==> config.mk <==
export PLATFORM = sky130hd
export DESIGN_NAME = i2c_apb_fifo
export DESIGN_NICKNAME = d
export VERILOG_FILES = /design/src/rtl/i2c_apb_fifo.sv
export SDC_FILE = /design/constraint.sdc
export NUM_CORES = 1
export LEC_CHECK = 0
export ABC_AREA = 1
export BUFFER_PORTS_ARGS = -buffer_cell sky130_fd_sc_hd__buf_4
export CORE_AREA = 2 2 172 258
export CTS_CLUSTER_SIZE = 12
export DETAILED_ROUTE_END_ITERATION = 10
export DIE_AREA = 0 0 174 260
export GPL_TIMING_DRIVEN = 0
export HOLD_SLACK_MARGIN = 0.03
export PLACE_DENSITY = 0.71
export SYNTH_ARGS = -nofsm -noshare
export SYNTH_HDL_FRONTEND = slang
export SYNTH_SLANG_ARGS = --single-unit
export TNS_END_PERCENT = 50
==> constraint.sdc <==
create_clock -name PCLK -period 7.93 [get_ports PCLK]
set_clock_uncertainty 0.05 [all_clocks]
set_input_delay 1.586 -clock PCLK [delete_from_list [all_inputs] [get_ports PCLK]]
set_output_delay 1.586 -clock PCLK [all_outputs]
set_load 0.005 [all_outputs]
==> src/rtl/i2c_apb_fifo.sv <==
// rtl/i2c_apb_fifo.sv - first-word-fall-through FIFO between the APB slave and the I2C engine
// Provides empty/full/threshold flags and a sticky overflow/underflow error for PSLVERR.
module i2c_apb_fifo #(
  parameter int DWIDTH    = 32,
  parameter int AWIDTH    = 4,
  parameter int THRESHOLD = 4
) (
  input  logic              PCLK,
  input  logic              PRESET,
  input  logic              WR_EN,
  input  logic [DWIDTH-1:0] WR_DATA,
  input  logic              RD_EN,
  output logic [DWIDTH-1:0] RD_DATA,
  input  logic              CLR_ERR,
  output logic              FULL,
  output logic              EMPTY,
  output logic [AWIDTH:0]   COUNT,
  output logic              LEVEL_HIT,
  output logic              ERROR
);

  localparam int DEPTH = 1 << AWIDTH;

  logic [DWIDTH-1:0] mem_q [DEPTH];
  logic [AWIDTH-1:0] wr_ptr_q, wr_ptr_d;
  logic [AWIDTH-1:0] rd_ptr_q, rd_ptr_d;
  logic [AWIDTH:0]   count_q, count_d;
  logic              error_q, error_d;
  logic              wr_acc, rd_acc, overflow, underflow;

  assign FULL      = (count_q == (AWIDTH+1)'(DEPTH));
  assign EMPTY     = (count_q == '0);
  assign LEVEL_HIT = (count_q >= (AWIDTH+1)'(THRESHOLD));
  assign COUNT     = count_q;
  assign ERROR     = error_q;
  assign RD_DATA   = EMPTY ? '0 : mem_q[rd_ptr_q];

  // A push into a full FIFO is legal only when a pop frees the slot in the same cycle.
  assign wr_acc    = WR_EN & (~FULL | RD_EN);
  assign rd_acc    = RD_EN & ~EMPTY;
  assign overflow  = WR_EN & FULL & ~RD_EN;
  assign underflow = RD_EN & EMPTY;

  always_comb begin
    wr_ptr_d = wr_ptr_q;
    rd_ptr_d = rd_ptr_q;
    count_d  = count_q;
    error_d  = error_q;
    if (wr_acc) wr_ptr_d = wr_ptr_q + AWIDTH'(1);
    if (rd_acc) rd_ptr_d = rd_ptr_q + AWIDTH'(1);
    if (wr_acc && !rd_acc)      count_d = count_q + (AWIDTH+1)'(1);
    else if (rd_acc && !wr_acc) count_d = count_q - (AWIDTH+1)'(1);
    // A fresh error outranks a clear requested in the same cycle.
    if (overflow || underflow) error_d = 1'b1;
    else if (CLR_ERR)          error_d = 1'b0;
  end

  always_ff @(posedge PCLK) begin
    if (PRESET) begin
      wr_ptr_q <= '0;
      rd_ptr_q <= '0;
      count_q  <= '0;
      error_q  <= 1'b0;
    end else begin
      wr_ptr_q <= wr_ptr_d;
      rd_ptr_q <= rd_ptr_d;
      count_q  <= count_d;
      error_q  <= error_d;
    end
  end

  always_ff @(posedge PCLK) begin
    if (!PRESET && wr_acc) mem_q[wr_ptr_q] <= WR_DATA;
  end

endmodule

; ---- Word level (Yosys, flattened, before mapping)
; Memories as Yosys holds them, arrays and structs flattened. A register that Yosys moved wholly into a read port is not among the register bits.
; Index checks and enable logic that the tools add are counted.
[totals]
reg_bits = 14
ram_bits = 512
in_bits = 37
output_inout_bits = 41
elab_cells = 39
n_memories = 1
[op_classes]
addsub = 4
n_lt_le_gt_ge = 1
eq_ne = 1
muxes = 9
bitwise_logic = 9
reduce_logical = 10
[memory_table]
columns = name, depth, width, rd, rd_ports_with_merged_regs, write_ports, line
row1 = mem_q, 16, 32, 1, 1, 1, 24  ; logic [DWIDTH-1:0] mem_q [DEPTH];
[ops]
columns = operator, count
row1 = 32-bit 2-to-1 mux, 1
row2 = 5-bit 2-to-1 mux, 2
row3 = 4-bit by 1-bit adder with 4-bit output (second input constant), 2
row4 = 4-bit 2-to-1 mux, 2
row5 = 5-bit by 1-bit adder with 5-bit output (second input constant), 1
row6 = 1-bit bitwise AND, 5
row7 = 5-bit equality test (second input constant), 1
row8 = 5-bit by 3-bit greater-or-equal comparator with 1-bit output (second input constant), 1
row9 = 5-bit zero test, 1
row10 = 5-bit by 1-bit subtractor with 5-bit output (second input constant), 1
row11 = 1-bit 2-to-1 mux, 4
row12 = 2-bit nonzero test, 2
row13 = 1-bit logical AND, 3
row14 = 1-bit zero test, 3
row15 = 1-bit NOT, 3
row16 = 1-bit logical OR, 1
row17 = 1-bit bitwise OR, 1

; ---- Longest topological paths before layout
[depth]
ltp_word = 8
mapped_depth = 16
mapped_depth_nobuf = 16

; ---- Worst setup path before layout
; OpenSTA, ideal clock, no wires.
[synth_timing]
path_type = input to register
startpoint = input PRESET
endpoint = memory mem_q[12][0], enable pin
setup_ns = 0.421
arrival_ns = 3.447
required_ns = 7.459
slack_ns = 4.012
cell_stages = 4
n_path_buf = 1
cell_sequence = inv_1 clkbuf_1 nand3_1 nor2_1
[synth_via]
elab_chain_len = 4
[synth_lines]
columns = element, line
row1 = start: declaration, 9  ; input logic PRESET,
row2 = 1-bit zero test, 73  ; if (!PRESET && wr_acc) mem_q[wr_ptr_q] <= WR_DATA;
row3 = 1-bit logical AND, 73
row4 = 1-bit 2-to-1 mux, 73
row5 = 1-bit 2-to-1 mux (implied by the code), 73
row6 = end: declaration, 24
; Every way passes these cells.

==> summary.md <==
| Metric | Value |
|---|---|
| Status | finished clean |
| Clk root buf | clkbuf_16 |
| Syn nets | 1873 |
| ANT cells | 0 |
| Initial Utilization | 50.5% |
| Row count | 93 |
| Setup CP Type | flop to output pin |
| RSZ-0062 raised after global routing | no |
| Max_cap viols | 0 |
| Critical Path AT | 2.75 ns |
| Pins Over Slew Limit | 0 |
| Gr usage total | 25.9% |
| CTS clk-pin slew, worst paths | 0.06 ns |
| Clock sinks | 530 |
| DIE AREA | 45200 um2 |
| Power per cell area | 296 nW/um2 |
| Leakage | 9.07 nW |
| Area growth syn-to-layout | 14.8% |
| Worst reg2reg path depth | 9 |
| Met2 Usage GRT | 46.6% |
| Final min period | 4.39 ns |
| Worst Hold End | rd_ptr_q[3] |
| Post-route insts no fill | 2555 |
| Post-route ant nets | 0 |
| Share of layout cells above drive strength 1 | 12.3% |
| Top cells by area, synth | edfxtp_1 71%, nand2_1 12%, nand3_1 9.1% |
| Wire length reported by the detailed router | 59000 um |
| Register bit count reported by yosys | 530 |
| Critical path launch point type | flop |
| Setup TNS | 0 ns |
| Crit path capture type | output pin |
| Max H-tree Level | 2 |
| Post-DR wirelength/cell | 23.1 um |
| # setup viols final | 0 |
| Post-CTS setup buffer count | 0 |
| Met3 Use GR | 3.63% |
| Synthesized area per cell | 11.8 um2 |
| CP max-delay cell | buf_1 |
| VDD IR max | 0.184 mV |
| Placer Congestion | 0.792 |
| Post-CTS Resized | 0 |
| Input/output buffers | 77 |
| DP HPWL | 38300 um |
| Largest net degree at the start of global routing | 26 |
| Setup slack, reg-to-reg | 5.21 ns |
| Largest stage delay, worst path | 0.82 ns |
| Via density per instance | 5.78 |
| Hold path cells | 2 |
| Critical Path, Cell by Cell | clkbuf_1, inv_1, buf_1, nand2_1, a21oi_1, buf_4 |
| Sequential share of the synthesized area | 72.8% |
| First-pass GRT wire length | 87200 um |
| Number of global-route vias before repair | 14800 |
| CP Data Required Time | 6.29 ns |
| Clock latency on the worst-skew pair | 0.57 ns |
| Global routing usage on met1 | 30.3% |
| Post-Syn Area | 21600 um2 |
| CTS buffer count | 50 |
| Top Ports | 78 |
| Net count, final | 2018 |
| Die X-Extent | 174 um |
| Final Hold Viols | 0 |
| Leading cell type in the layout, fill and taps excluded | nand2_1 |
| Fmax | 228 MHz |
| Leading area contributor after synthesis | edfxtp_1 |
| Gate Count Post-Synth | 1825 |
| Clock buffer depth | 3 |
| Most frequent cells in the layout | 666 x nand2_1, 512 x edfxtp_1, 395 x nand3_1 |
| Reg-to-Reg End | mem_q[15][7] |
| Area share of the largest cell type after synthesis | 71.1% |
| Worst slew margin | 25.6% |
| Worst slew pin tran | 1.12 ns |
| Die Y | 260 um |
| TritonRoute pass-1 iters | 6 |
| Distinct cells, synth | 23 |
| DRT iter0 DRCs | 1317 |
| # DRC | 0 |
| Hold Startpoint | rd_ptr_q[3] |
| Via count | 14800 |
| Inst Count DP | 2488 |
| FF-to-FF Start | COUNT[0] |
| Final period util | 55.3% |
| Ys Warns | 0 |
| Critical Path Fanout Max | 10 |
| Worst hold margin | 0.459 ns |
| Core Util, Final | 57.9% |
| Hold Crit Class | flop to flop |
| Most used routing layer | met2 |
| CTS tree | yes |
| Hold_buf cts | 0 |
| Gr ovfl total | 0 |
| Initial antenna violation count | 0 |
| Core Area | 42800 um2 |
Yosys cell counts, drive strengths merged:
cell type,n
o21ai,8
xor2,3
nor2,30
xnor2,2
ha,10
edfxtp,512
buf,91
a21oi,43
nand3,395
o211ai,1
fa,1
nor3,1
inv,25
clkbuf,18
dfxtp,18
o22ai,1
nand2,666
per-stage QoR:
stage          total power, mW  setup WS [ns]  cell area, um2
5_1_grt                   7.61           3.51           24800
4_1_cts                   7.34           3.60           24800
3_5_place_dp              5.20           3.90           23400
3_3_place_gp              5.14           2.17           22900
6_report                  7.33           3.54           24800
2_1_floorplan             4.36           4.01           21600
worst max-delay path, delay by kind of cell, from the launching register on:
family,cells,cell delay [ns]
flops,1,0.30
simple gates,1,0.14
buf+inv,4,1.47
compound gates,1,0.27
report_power, final:
part	leakage (nW)	switching, mW	internal [mW]
Sequential	4.76	0.0296	3.12
Combinational	3.62	1.31	0.703
Clock	0.687	0.954	1.22
cell families after synthesis:
family	after synthesis	share of synthesized area, %
DFF	530	72.8
and+or+nand+nor	1092	21.3
buffers and inverters	134	3.80
adders and majority gates	11	0.672
xor gates and xnor gates	5	0.203
AOI/OAI and AO/OA	53	1.24
layout make-up:
class                   instances  area [um2]
plain buffers                 109         723
fillers                      3450       18000
flip-flops and latches        530       15700
well taps                     570         713
repair buffers                 93         951
clock buffers                  67        1410
multi-input cells            1161        5170
inverters                      25        98.8
flip-flops by register name (all words and copies together) (netlist names), named ones only:
register / count
COUNT: 5
rd_ptr_q: 4
mem_q: 512
wr_ptr_q: 4
ERROR: 1
worst max path at each step:
stage,slack (ns),cells after the start,endpoint
floorplan,4.01,4,mem_q[12][0]
global placement,2.17,5,mem_q[0][14]
detailed placement,3.90,6,mem_q[15][11]
CTS,3.60,6,RD_DATA[27]
global route,3.51,6,RD_DATA[20]
finish,3.54,6,RD_DATA[31]
per-layer routing:
layer	part of all wire [%]	wire length, um
met1	35	20800
met2	52	30700
met3	7.7	4540
met4	4.9	2910
met5	0	0
Note: power is estimated with default switching activity, not from simulation.
